**src/rtl/binary_game_core.sv**
```systemverilog
// Game core for the binary-number guessing game: round sequencing, per-level
// countdown, LFSR target generation and answer checking, with lives and score.
module binary_game_core #(
  parameter int unsigned WIDTH    = 4,
  parameter int unsigned LEVELS   = 8,
  parameter int unsigned TICK_DIV = 50_000_000,
  parameter int unsigned T_START  = 20,
  parameter int unsigned T_STEP   = 2,
  parameter int unsigned T_MIN    = 5,
  parameter int unsigned LIVES    = 3
) (
  input  logic             clk,
  input  logic             rst_n,
  input  logic             start,
  input  logic             guess,
  input  logic [WIDTH-1:0] sw,
  output logic [1:0]       state,
  output logic [WIDTH-1:0] target,
  output logic [7:0]       level,
  output logic [7:0]       timeleft,
  output logic [3:0]       lives,
  output logic [15:0]      score,
  output logic             hit,
  output logic             miss
);

  localparam int unsigned     PW       = (TICK_DIV > 1) ? $clog2(TICK_DIV) : 1;
  localparam logic [PW-1:0]   PSC_LAST = PW'(TICK_DIV - 1);

  typedef enum logic [1:0] {S_IDLE = 2'd0, S_PLAY = 2'd1, S_WIN = 2'd2, S_LOSE = 2'd3} state_t;

  state_t        st;
  logic [15:0]   lfsr;
  logic [PW-1:0] psc;

  assign state = st;

  // Time allowed at a level; the subtraction is only taken when it stays
  // above the floor, so it can never wrap.
  function automatic logic [7:0] level_time(input logic [7:0] lvl);
    int unsigned dec;
    if (lvl == 8'd0) return 8'(T_START);
    dec = (32'(lvl) - 32'd1) * T_STEP;
    if (dec >= T_START - T_MIN) return 8'(T_MIN);
    return 8'(T_START - dec);
  endfunction

  logic          tick;
  logic [PW-1:0] psc_next;
  logic [16:0]   score_sum;
  logic [15:0]   score_next;

  assign tick       = (psc == PSC_LAST);
  assign psc_next   = tick ? '0 : psc + 1'b1;
  assign score_sum  = {1'b0, score} + {9'd0, timeleft};
  assign score_next = score_sum[16] ? 16'hFFFF : score_sum[15:0];

  // Free-running Fibonacci LFSR (taps 16,14,13,11), advances in every state.
  always_ff @(posedge clk or negedge rst_n) begin
    if (!rst_n) lfsr <= 16'hACE1;
    else        lfsr <= {lfsr[0] ^ lfsr[2] ^ lfsr[3] ^ lfsr[5], lfsr[15:1]};
  end

  // Game FSM: start beats guess, guess beats timeout, timeout beats tick.
  always_ff @(posedge clk or negedge rst_n) begin
    if (!rst_n) begin
      st       <= S_IDLE;
      target   <= '0;
      level    <= 8'd0;
      timeleft <= 8'd0;
      lives    <= 4'd0;
      score    <= 16'd0;
      hit      <= 1'b0;
      miss     <= 1'b0;
      psc      <= '0;
    end else begin
      hit  <= 1'b0;
      miss <= 1'b0;
      if (start) begin
        // start initialises from any state, including a restart mid-game
        st       <= S_PLAY;
        level    <= 8'd1;
        lives    <= 4'(LIVES);
        score    <= 16'd0;
        target   <= lfsr[WIDTH-1:0];
        timeleft <= level_time(8'd1);
        psc      <= '0;
      end else if (st == S_PLAY) begin
        if (guess) begin
          if (sw == target) begin
            hit   <= 1'b1;
            score <= score_next;
            if (level == 8'(LEVELS)) begin
              st <= S_WIN;
            end else begin
              level    <= level + 8'd1;
              target   <= lfsr[WIDTH-1:0];
              timeleft <= level_time(level + 8'd1);
              psc      <= '0;
            end
          end else begin
            // wrong answer: timer keeps running but a coincident tick is dropped
            miss  <= 1'b1;
            lives <= lives - 4'd1;
            if (lives == 4'd1) st <= S_LOSE;
            else               psc <= psc_next;
          end
        end else if (timeleft == 8'd0) begin
          miss  <= 1'b1;
          lives <= lives - 4'd1;
          if (lives == 4'd1) begin
            st <= S_LOSE;
          end else begin
            target   <= lfsr[WIDTH-1:0];
            timeleft <= level_time(level);
            psc      <= '0;
          end
        end else begin
          psc <= psc_next;
          if (tick) timeleft <= timeleft - 8'd1;
        end
      end
    end
  end

endmodule

```
**config.mk**
```make
export PLATFORM = sky130hd
export DESIGN_NAME = binary_game_core
export DESIGN_NICKNAME = d
export VERILOG_FILES = /design/src/rtl/binary_game_core.sv
export SDC_FILE = /design/constraint.sdc
export NUM_CORES = 1
export LEC_CHECK = 0
export ABC_AREA = 1
export BUFFER_PORTS_ARGS = -buffer_cell sky130_fd_sc_hd__buf_2
export CAP_MARGIN = 40
export CORE_ASPECT_RATIO = 1.5
export CORE_MARGIN = 2
export CORE_UTILIZATION = 55
export CTS_CLUSTER_SIZE = 25
export DETAILED_ROUTE_END_ITERATION = 16
export GPL_TIMING_DRIVEN = 0
export PLACE_DENSITY = 0.86
export SKIP_LAST_GASP = 1
export SYNTH_ARGS = -nofsm -noshare
export SYNTH_HDL_FRONTEND = slang
export SYNTH_SLANG_ARGS = --single-unit
```
**constraint.sdc**
```tcl
create_clock -name clk -period 2.2 [get_ports clk]
set_input_delay 0 -clock clk [delete_from_list [all_inputs] [get_ports clk]]
set_output_delay 0 -clock clk [all_outputs]
set_load 0.05 [all_outputs]
```
# Yosys cells after proc, flatten, opt, wreduce, memory -nomap -nowiden
# Cells that the tools add are included.
# totals
ff_bits,86
inputBits,8
output_inout_bits,44
wordCells,142
# op_classes
n_addsub,9
n_lt_le_gt_ge,2
eq_ne,14
n_mux,89
n_bitwise,3
n_reduce_logical,15
# op_table
op,n
two-way mux 26 bit,9
two-way mux 8 bit,21
two-way mux 16 bit,5
greater-or-equal comparator 32 x 4 -> 1 bit (second input constant),2
two-way mux 4 bit,12
two-way mux 1 bit,35
adder 26 x 1 -> 26 bit (second input constant),1
equality test 26 bit (second input constant),1
zero test 8 bit,3
subtractor 8 x 1 -> 9 bit (second input constant),2
adder 16 x 8 -> 17 bit,1
subtractor 6 x 8 -> 8 bit (first input constant),2
two-way mux 2 bit,7
!= test 4 bit (second input constant),3
AND reduction 5 bit,2
!= test 3 bit (second input constant),3
AND reduction 3 bit,3
adder 8 x 1 -> 8 bit (second input constant),1
equality test 8 x 4 -> 1 bit (second input constant),1
AND reduction 4 bit,2
subtractor 8 x 1 -> 8 bit (second input constant),1
nonzero test 2 bit,3
equality test 4 x 1 -> 1 bit (second input constant),1
equality test 4 bit,1
8 further kinds,10

# Depth between registers and ports, before layout
# Gate-level depths: netlist of the first run.
# depth
word_depth,21
depth_mapped,16
mapped_depth_nobuf,16

# Worst setup path after synthesis of the first run
# No wires, ideal clock.
# synth_path
kind,register to register
start,register timeleft[0]
end,register score[10]
setup_ns,0.083
arrival_time_ns,2.274
t_required_ns,2.117
slack_ns,-0.156
stages_incl_launch_ff,15
path_buffers,0
synth_period_minus_slack_ns,2.356
path_cell_list,dfrtp_1 ha_1 inv_1 fa_1 inv_1 nand3_1 nand2_1 nand3_1 nand2_1 nand2_1 nor2_1 nand2_1 o21ai_0 nand2_1 o21ai_0
# synth_between
elab_chain_len,6
# synth_lines
element,line_no,rtl
"start, declared",20,"output logic [7:0] timeleft,"
"start signal, assigned",86,timeleft <= level_time(8'd1);
"start signal, assigned",98,timeleft <= level_time(level + 8'd1);
"start signal, assigned",115,timeleft <= level_time(level);
adder 16 x 8 -> 17 bit,55,"assign score_sum = {1'b0, score} + {9'd0, timeleft};"
two-way mux 16 bit,56,assign score_next = score_sum[16] ? 16'hFFFF : score_sum[15:0];
two-way mux 16 bit,90,if (sw == target) begin
two-way mux 16 bit,89,if (guess) begin
two-way mux 16 bit,88,end else if (st == S_PLAY) begin
two-way mux 16 bit,79,if (start) begin
"end signal, assigned",92,score <= score_next;
"end, declared",22,"output logic [15:0] score,"
# Every way passes these cells. The select of a mux whose other input is x is not followed.
# A chain may end at the register's enable or synchronous reset.

# Final worst setup path of the first run
# layout_path
start,register level[2]
end,register timeleft[1]
# layout_between
elab_chain_len,17
elab_cells_between_ends,49
cone_classes,add/sub (3); order compare (2); eq/ne (2); mux (39); reduce/logical (3)
# layout_lines
element,line_no,rtl
"start, declared",19,"output logic [7:0] level,"
"start signal, assigned",96,level <= level + 8'd1;
adder 8 x 1 -> 8 bit,98,
subtractor 8 x 1 -> 9 bit,43,dec = (32'(lvl) - 32'd1) * T_STEP;
greater-or-equal comparator 32 x 4 -> 1 bit,44,if (dec >= T_START - T_MIN) return 8'(T_MIN);
two-way mux 1 bit,44,
two-way mux 1 bit,43,
two-way mux 1 bit,93,if (level == 8'(LEVELS)) begin
two-way mux 1 bit,90,
two-way mux 1 bit,89,
two-way mux 1 bit,88,
two-way mux 1 bit,79,
two-way mux 8 bit,45,return 8'(T_START - dec);
two-way mux 8 bit,43,
two-way mux 8 bit,93,
two-way mux 8 bit,90,
two-way mux 8 bit,89,
two-way mux 8 bit,88,
two-way mux 8 bit,79,
# Parallel ways exist; a longest one is shown, timed or not. The select of a mux whose other input is x is not followed.

==> results of run 1 <==
==> registers in the layout, indices dropped and copies added, names as in the netlist <==
signal	cells
hit	1
target	4
psc	26
miss	1
timeleft	8
level	8
lives	4
state	2
lfsr	16
score	16
==> cell families after synthesis <==
| group | after synthesis | share of synthesized area |
|---|---|---|
| buffers and inverters | 105 | 0.0742 |
| AOI/OAI and AO/OA | 104 | 0.101 |
| xor gates and xnor gates | 25 | 0.0381 |
| and+or+nand+nor | 450 | 0.364 |
| adders and majority gates | 21 | 0.0470 |
| DFF | 86 | 0.376 |
==> Yosys cell counts, types with 5 or more instances <==
master and count:
dfrtp_1 78, ha_1 20, nand4_1 27, nand3_1 66
o22ai_1 7, inv_1 82, nor3_1 15, nand2_2 20
a21oi_1 41, xor2_1 21, nor2_4 5, buf_2 8
inv_2 9, dfstp_2 8, nand2_1 203, nor2_2 9
nor2_1 85, o21ai_0 37
==> critical path, cell delays in order (launching register included) <==
cell and delay, ps:
dfrtp_1 380, buf_2 210, inv_2 100, ha_1 200
nand2_1 70, nor2_1 70, nand2_1 60, nand2_1 80
nor2_1 320, nand2_4 160, inv_6 110, buf_12 100
nor2_1 30, a21oi_1 160
==> stage by stage <==
step | hold WS [ps] | setup TNS (ps) | utilization
2_1_floorplan | -296 | 0 | -
3_3_place_gp | 315 | -237 | 0.607
3_5_place_dp | -28.2 | -398 | 0.610
4_1_cts | 43.6 | -23.0 | 0.645
5_1_grt | 82.9 | -206 | 0.668
6_report | 60.0 | 0 | 0.668
==> cells in the final DEF (no fill, tap or decap), types with 3 or more instances in the layout <==
cell,netlist,routed
o21bai_1,3,3
o21ai_0,37,36
nor3_2,2,3
ha_1,20,13
nor2_2,9,8
buf_2,8,57
a21oi_1,41,39
nand2_1,203,194
dfstp_2,8,8
nand4_1,27,27
inv_4,1,3
nand3b_1,4,4
nand3_2,4,5
inv_2,9,13
ha_2,0,3
dfrtp_1,78,70
nor3_1,15,14
inv_8,0,3
dfrtp_2,0,8
buf_4,1,15
o22ai_1,7,7
nand2_2,20,28
nor3_4,3,3
nor2_1,85,83
nor2_4,5,8
inv_1,82,76
inv_6,0,4
o21a_1,3,3
clkbuf_16,0,9
xor2_1,21,21
nand3_1,66,64
a21oi_2,2,3
ha_4,0,4
xnor2_1,4,4
o31ai_1,3,3
==> final cells by class <==
type | instances | share of cell area
buffer | 11 | 0.0103
clock buffer | 9 | 0.0333
clock inverter | 7 | 0.0102
inverter | 94 | 0.0539
multi-input combinational | 600 | 0.488
sequential | 86 | 0.321
tap | 117 | 0.0216
timing repair buffer | 67 | 0.0617
==> what timing repair did <==
| action | CTS | global route |
|---|---|---|
| hold endpoints to repair | 37 | 0 |
| setup endpoints to repair | 16 | 49 |
| hold buffers | 2 | 0 |
| gates resized for setup | 10 | 37 |
| pin swaps | 2 | 9 |
| setup buffers | 3 | 11 |
==> power by group through the flow <==
stage	Combinational (W)	Clock, W	Sequential (W)
floorplan	0.000615	0	0.00203
global placement	0.00109	0	0.00184
detailed placement	0.00111	0	0.00185
CTS	0.00113	0.00155	0.00182
global route	0.00140	0.00161	0.00184
finish	0.00128	0.00153	0.00183
==> routing by layer <==
layer	wire [um]	up-vias	part of all wire
met4	725	0	0.048
met2	7950	194	0.53
met1	5730	2648	0.38
met3	627	66	0.042
met5	0	-	0
li1	-	2744	-
==> path summary, 6_finish.rpt <==
path | start | to | slack, ps | cells after the start
min in group asynchronous | rst_n | lfsr[9] | 140 | 2
hold reg to reg | lfsr[7] | lfsr[6] | 360 | 0
max in group asynchronous | rst_n | lfsr[0] | 1420 | 3
hold / removal | guess | psc[13] | 60 | 4
setup reg to reg | level[2] | timeleft[1] | 50 | 13
setup / recovery | level[2] | timeleft[1] | 50 | 13
==> run summary, run 1 <==
Status: finished clean
Leak: 3.51 nW
CP Class: reg2reg
Clock Root Buffer: clkbuf_16
Cell variety after synth: 45
Post-synthesis average cell area: 7.27 um^2
Final setup viols: 0
Logic pwr share: 0.276
Power after layout: 0.00464 W
Yosys top cell by area: dfrtp_1
Area occupied by multi-input gates: 3310 um^2
Routed WL per cell: 15.2 um
Max-Cap Viols: 0
Layout cells sized above 1: 0.227
F_max: 465 MHz
Worst Path Required: 2460 ps
Worst EP arrival: 2410 ps
Gate Count Post-Synth: 791
P_int: 0.00290 W
Placed cell count: 959
Pwr Density: 685 nW/um^2
Via/cell ratio: 5.70
Finished layout cell area: 6770 um^2
Vias in the first global route: 5523
Area of the die: 11300 um^2
Antenna Violating Nets Remaining: 0
CTS tree: yes
H-tree depth: 3
Final min period: 2150 ps
Asr flop ratio synth: 1.00
Via count: 5652
GR peak layer: met2
Final cell count without fillers: 991
Skew-Pair Late Insertion Delay: 350 ps
Startpoint types: flop
Die Y: 129 um
EDFF count, synth: 0
Clk pwr share: 0.330
Period utilization: 0.979
Critical Path Fanout Max: 8
Sequential power share: 0.394
Met2 global-route usage: 0.476
GPL Wtd Cong: 0.959
RSZ-0062 raised after global routing: true
Synth top area share: 0.339
CTS Buffer Depth: 2
Register Area: 2170 um^2
Largest net degree at the start of global routing: 55
Final HPWL DP: 10500 um
Num CTS Buffers: 9
Initial antenna violation count: 0
Met3 global-route usage: 0.0338
Setup WS pre-CTS: -125 ps
Number of port buffers: 50
Maximum VDD drop: 0.000497 V
Worst slew margin: 0.697
FP Rows: 45
Psw: 0.00173 W
Endpoints failing hold: 0
Register clock-pin slew on the reported worst setup and hold paths: 70 ps
Seq/Total Area, Yosys: 0.376
Clk sink count: 86
Setup slack after layout: 47.2 ps
Synth Flop Type: dfrtp_1
First-pass GRT wire length: 24600 um
Worst clock skew: 6.04 ps
Synth area leaders: dfrtp_1 (34%), nand2_1 (13%), nand3_1 (5.7%)
Crit. End Element: flop
Initial Utilization: 0.567
Drt pass-1 iters: 5
Post-Syn Nets: 820
GRT overflow: 0
Hold Path Class: in2reg
# IOs: 52
Filler cells: 825
Post-synthesis register bit count: 86
GR Util met1: 0.309
Worst-Margin Slew: 453 ps
Routed wire length: 15000 um
Core area: 10100 um^2
Fin nets: 898
Post-synthesis to final-layout area growth: 17.8%
Placed cell area: 6180 um^2
Pins Over Slew Limit: 0
Starting DRT DRC Count: 562
Net Sw Frac: 0.374
Die X: 87.5 um
Cell Area, Synth: 5750 um^2
Diodes inserted: 0
Yosys warns: 0
DRC: 0
Total track usage: 0.272
No activity file was read; power rests on OpenSTA's default activity.
==> inputs of run 2 (changes only) <==
--- a/config.mk
+++ b/config.mk
@@ -14,7 +14,7 @@
 export CTS_CLUSTER_SIZE = 25
 export DETAILED_ROUTE_END_ITERATION = 16
 export GPL_TIMING_DRIVEN = 0
-export PLACE_DENSITY = 0.86
+export PLACE_DENSITY = 0.75
 export SKIP_LAST_GASP = 1
 export SYNTH_ARGS = -nofsm -noshare
 export SYNTH_HDL_FRONTEND = slang
==> run summary, run 2 (synthesis results as in run 1) <==
Max incr delay on CP: 500 ps
Clock Root Buffer: clkbuf_16
Crit. End Element: flop
Period utilization: 0.956
Post-synthesis to final-layout area growth: 17.1%
Initial Utilization: 0.567
Worst EP arrival: 2330 ps
R2r setup slk: 100 ps
Total track usage: 0.275
Sequential power share: 0.386
GPL Wtd Cong: 0.936
Psw: 0.00164 W
Worst Path Required: 2430 ps
Leak: 3.52 nW
Worst slew margin: 0.622
Final HPWL DP: 11100 um
Largest net degree at the start of global routing: 47
Most common cell after layout, fill and taps aside: nand2_1
Status: finished clean
Startpoint types: flop
Worst-Margin Slew: 568 ps
Worst Reg2Reg Path Length in Cells: 10
R2r startpoint: timeleft[6]
Fin nets: 896
# IOs: 52
Final Core Density: 0.665
Register Area: 2170 um^2
Diodes inserted: 0
Drt pass-1 iters: 5
Register clock-pin slew on the reported worst setup and hold paths: 70 ps
Critical Path Fanout Max: 8
Num CTS Buffers: 9
DRC: 0
Setup WS pre-CTS: -123 ps
Starting DRT DRC Count: 312
Hold Path Class: in2reg
Net Sw Frac: 0.349
F_max: 475 MHz
RR Endpoint: score[15]
Critical Path, Cell by Cell: ha_1, nand2_1, o21ai_0, nand2_1, o211ai_1, nand3_1, nand2_1, nand2_1, o21ai_0, nand2_1
Most frequent cells in the layout: nand2_1 (196), nor2_1 (81), inv_1 (79), dfrtp_1 (70), nand3_1 (66)
Pwr Density: 698 nW/um^2
Die X: 87.5 um
Die Y: 129 um
Area of the die: 11300 um^2
Filler cells: 875
FP Rows: 45
H-tree depth: 3
CP Class: reg2reg
Clk sink count: 86
Initial antenna violation count: 0
CTS Buffer Depth: 2
Antenna Violating Nets Remaining: 0
Core area: 10100 um^2
Max reg flops: 26
Logic pwr share: 0.262
Clk pwr share: 0.352
Final min period: 2100 ps
First-pass GRT wire length: 24800 um
Top reg by flops: psc
Layout cells sized above 1: 0.217
RSZ-0062 raised after global routing: true
Hold path depth: 4
Endpoints failing hold: 0
Maximum VDD drop: 0.000416 V
Pins Over Slew Limit: 0
Number of port buffers: 50
Max-Cap Viols: 0
Area occupied by multi-input gates: 3270 um^2
P_int: 0.00306 W
Worst clock skew: 10.5 ps
Setup slack after layout: 95.9 ps
Routed wire length: 15200 um
GRT overflow: 0
Leading registers by flop count: psc x26, lfsr x16, score x16
Hold Crit Start: guess
Vias in the first global route: 5521
Skew-Pair Late Insertion Delay: 340 ps
CTS tree: yes
CP most frequent cell: nand2_1
Worst Hold End: psc[13]
CP max stage cell: dfrtp_2
Final setup viols: 0
Routed WL per cell: 15.3 um
Via/cell ratio: 5.66
Via count: 5602
==> run 2: changes by cell type in the layout (fill, tap and decap cells not counted), moves of 3 or more <==
cell | before | now
ha_1 | 13 | 16
ha_4 | 4 | 1
inv_1 | 76 | 79
inv_6 | 4 | 1
inv_8 | 3 | 0
nand2_2 | 28 | 25
==> run 2: area by class of cell <==
type | count | share of cell area
tap | 117 | 0.0217
timing repair buffer | 65 | 0.0580
buffer | 11 | 0.0108
clock buffer | 10 | 0.0340
clock inverter | 6 | 0.0139
inverter | 94 | 0.0533
sequential | 86 | 0.322
multi-input combinational | 600 | 0.486
==> run 2: power by group through the flow <==
stage	Sequential, W	Clock (W)	Combinational (W)
after floorplan	0.00203	0	0.000615
final	0.00182	0.00166	0.00123
after global routing	0.00182	0.00176	0.00135
after global placement	0.00184	0	0.00109
after CTS	0.00182	0.00169	0.00116
after detailed placement	0.00185	0	0.00112
==> run 2: metal layers <==
layer / vias up / wire, um / global-route usage
met4: 0 / 681 / 0.147
met3: 58 / 481 / 0.0363
met2: 150 / 8070 / 0.496
met5: - / 0 / 0
met1: 2663 / 5930 / 0.309
li1: 2731 / - / -
==> run 2: worst max-delay path by stage <==
stage	endpoint	cells after the start	startpoint	slack, ps
2_1_floorplan	score[10]	13	score[1]	5
3_3_place_gp	score[10]	14	timeleft[0]	-50
3_5_place_dp	score[10]	14	timeleft[0]	-120
4_1_cts	psc[10]	14	timeleft[1]	8
5_1_grt	score[13]	14	timeleft[0]	-90
6_report	score[15]	10	timeleft[6]	100
==> run 2: what timing repair did <==
item,CTS,global route
hold buffers,2,0
buffers inserted,3,9
pin swaps,1,8
gates resized for setup,7,32
hold endpoints to repair,42,0
endpoints found under the setup margin,29,49
==> run 2: metrics by stage <==
stage	instances	area, um^2	power [W]	hold WS [ps]	setup TNS [ps]
after floorplan	791	5760	0.00265	-296	0
after global placement	958	6150	0.00292	313	-176
after detailed placement	959	6180	0.00297	32.3	-932
after CTS	980	6560	0.00466	65.6	0
after global routing	989	6740	0.00494	90.5	-439
final	989	6740	0.00470	77.9	0
==> run 2: critical path: cells and delay by family, from the launching register on <==
| kind | cells | cell delay [ps] |
|---|---|---|
| AOI/OAI and AO/OA | 3 | 570 |
| adders and majority gates | 1 | 400 |
| DFF | 1 | 500 |
| and+or+nand+nor | 6 | 510 |
==> inputs of run 3 (changes only) <==
--- a/config.mk
+++ b/config.mk
@@ -8,8 +8,6 @@
 export ABC_AREA = 1
 export BUFFER_PORTS_ARGS = -buffer_cell sky130_fd_sc_hd__buf_2
 export CAP_MARGIN = 40
-export CORE_ASPECT_RATIO = 1.5
-export CORE_MARGIN = 2
 export CORE_UTILIZATION = 55
 export CTS_CLUSTER_SIZE = 25
 export DETAILED_ROUTE_END_ITERATION = 16
==> run summary, run 3 (synthesis results as in run 1) <==
Via/cell ratio: 5.60
Max reg flops: 26
Number of port buffers: 50
Finished layout cell area: 6760 um^2
Initial antenna violation count: 0
First-pass GRT wire length: 24400 um
Buf/Inv on CP: 2
Die Y: 104 um
Met3 global-route usage: 0.0570
Max incr delay on CP: 450 ps
Power after layout: 0.00432 W
Setup WS pre-CTS: -69.6 ps
Most common cell after layout, fill and taps aside: nand2_1
Final setup viols: 0
Top reg by flops: psc
Register clock-pin slew on the reported worst setup and hold paths: 90 ps
CTS tree: yes
Most frequent cells in the layout: nand2_1 (194), nor2_1 (82), inv_1 (78), dfrtp_1 (70), nand3_1 (65)
Final cell count without fillers: 1007
CTS Buffer Depth: 2
GR peak layer: met2
Placed cell area: 6200 um^2
H-tree depth: 3
Setup slack after layout: 111 ps
DRC: 0
RSZ-0062 raised after global routing: true
Layout cells sized above 1: 0.229
Vias in the first global route: 5370
Core area: 9950 um^2
CP max stage cell: dfrtp_2
Placed cell count: 975
CP Class: reg2reg
GRT overflow: 0
Pwr Density: 639 nW/um^2
Final min period: 2090 ps
Skew-Pair Late Insertion Delay: 370 ps
Initial Utilization: 0.578
Diodes inserted: 0
Clock Root Buffer: clkbuf_8
Via count: 5635
Final HPWL DP: 10400 um
Clk sink count: 86
Maximum VDD drop: 0.000695 V
F_max: 479 MHz
Worst-Margin Slew: 575 ps
FP Rows: 36
Hold Path Class: in2reg
Startpoint types: flop
Worst Path Required: 2490 ps
Crit path max-delay family: simple AND/OR/NAND/NOR gates
Worst clock skew: 10.4 ps
Status: finished clean
Max-Cap Viols: 0
Crit. End Element: flop
Die X: 104 um
GR Util met1: 0.350
# IOs: 52
GPL Wtd Cong: 0.906
Antenna Violating Nets Remaining: 0
Drt pass-1 iters: 5
CP most frequent cell: nand2_2
Met2 global-route usage: 0.473
Critical Path Fanout Max: 5
Total track usage: 0.276
Largest net degree at the start of global routing: 45
Area of the die: 10900 um^2
Period utilization: 0.950
Fin nets: 898
Worst slew margin: 0.616
Worst EP arrival: 2370 ps
Leak: 3.49 nW
Endpoints failing hold: 0
Routed WL per cell: 14.5 um
Setup_tns: 0 ps
Routed wire length: 14600 um
Pins Over Slew Limit: 0
Post-synthesis to final-layout area growth: 17.5%
Starting DRT DRC Count: 247
Leading registers by flop count: psc x26, lfsr x16, score x16
Num CTS Buffers: 9
Critical Path, Cell by Cell: ha_4, inv_1, fa_2, inv_1, nand3_1, nand2_2, nand3_1, nand2_2, nand2_2, nor2_4, nand2_4, nand2_1, o21ai_0, o21ai_0
run 3: per-layer routing:
layer | part of all wire | vias to the layer above
met5 | 0 | -
met4 | 0.015 | 0
met3 | 0.063 | 23
met2 | 0.50 | 189
met1 | 0.42 | 2680
li1 | - | 2743
run 3: report_power, final:
part	leakage [nW]	switching, W	internal (W)
Clock	0.106	0.000593	0.000638
Combinational	2.25	0.000848	0.000406
Sequential	1.13	0.000155	0.00168
run 3: metrics by stage:
step	util	hold slack, ps
after floorplan	-	-296
after detailed placement	0.623	36.8
after CTS	0.649	23.1
final	0.679	40.3
after global routing	0.679	40.1
after global placement	0.620	307
run 3: cell type report:
| cell class | count | area (um^2) |
|---|---|---|
| sequential | 86 | 2170 |
| inverter | 94 | 360 |
| clock buffer | 10 | 128 |
| clock inverter | 6 | 86.3 |
| tap | 133 | 166 |
| multi-input combinational | 600 | 3370 |
| buffer | 11 | 72.6 |
| timing repair buffer | 67 | 405 |
| fill | 830 | 3200 |
run 3: path summary, 6_finish.rpt:
| path | startpoint | to | slack (ps) | cells past startpoint |
|---|---|---|---|---|
| worst max-delay path | timeleft[0] | score[13] | 110 | 14 |
| worst min-delay path | guess | psc[15] | 40 | 4 |
| worst min register to register | lfsr[4] | lfsr[3] | 360 | 0 |
| worst max register to register | timeleft[0] | score[13] | 110 | 14 |
| min in group asynchronous | rst_n | psc[20] | 160 | 2 |
| max in group asynchronous | rst_n | timeleft[6] | 1420 | 3 |
run 3: repair_timing:
action                                  4_1_cts  5_1_grt
hold buffers                                  2        0
hold endpoints to repair                     38        0
pin swaps                                     0        9
resized for setup                             5       47
buffers inserted                              2       12
endpoints found under the setup margin       15       55
run 3: worst reg2reg max path, delay by kind of cell (launching register included):
kind | cells | cell delay (ps)
adders and majority gates | 2 | 510
and+or+nand+nor | 8 | 780
DFF | 1 | 450
buffers and inverters | 2 | 130
AOI/OAI and AO/OA | 2 | 140
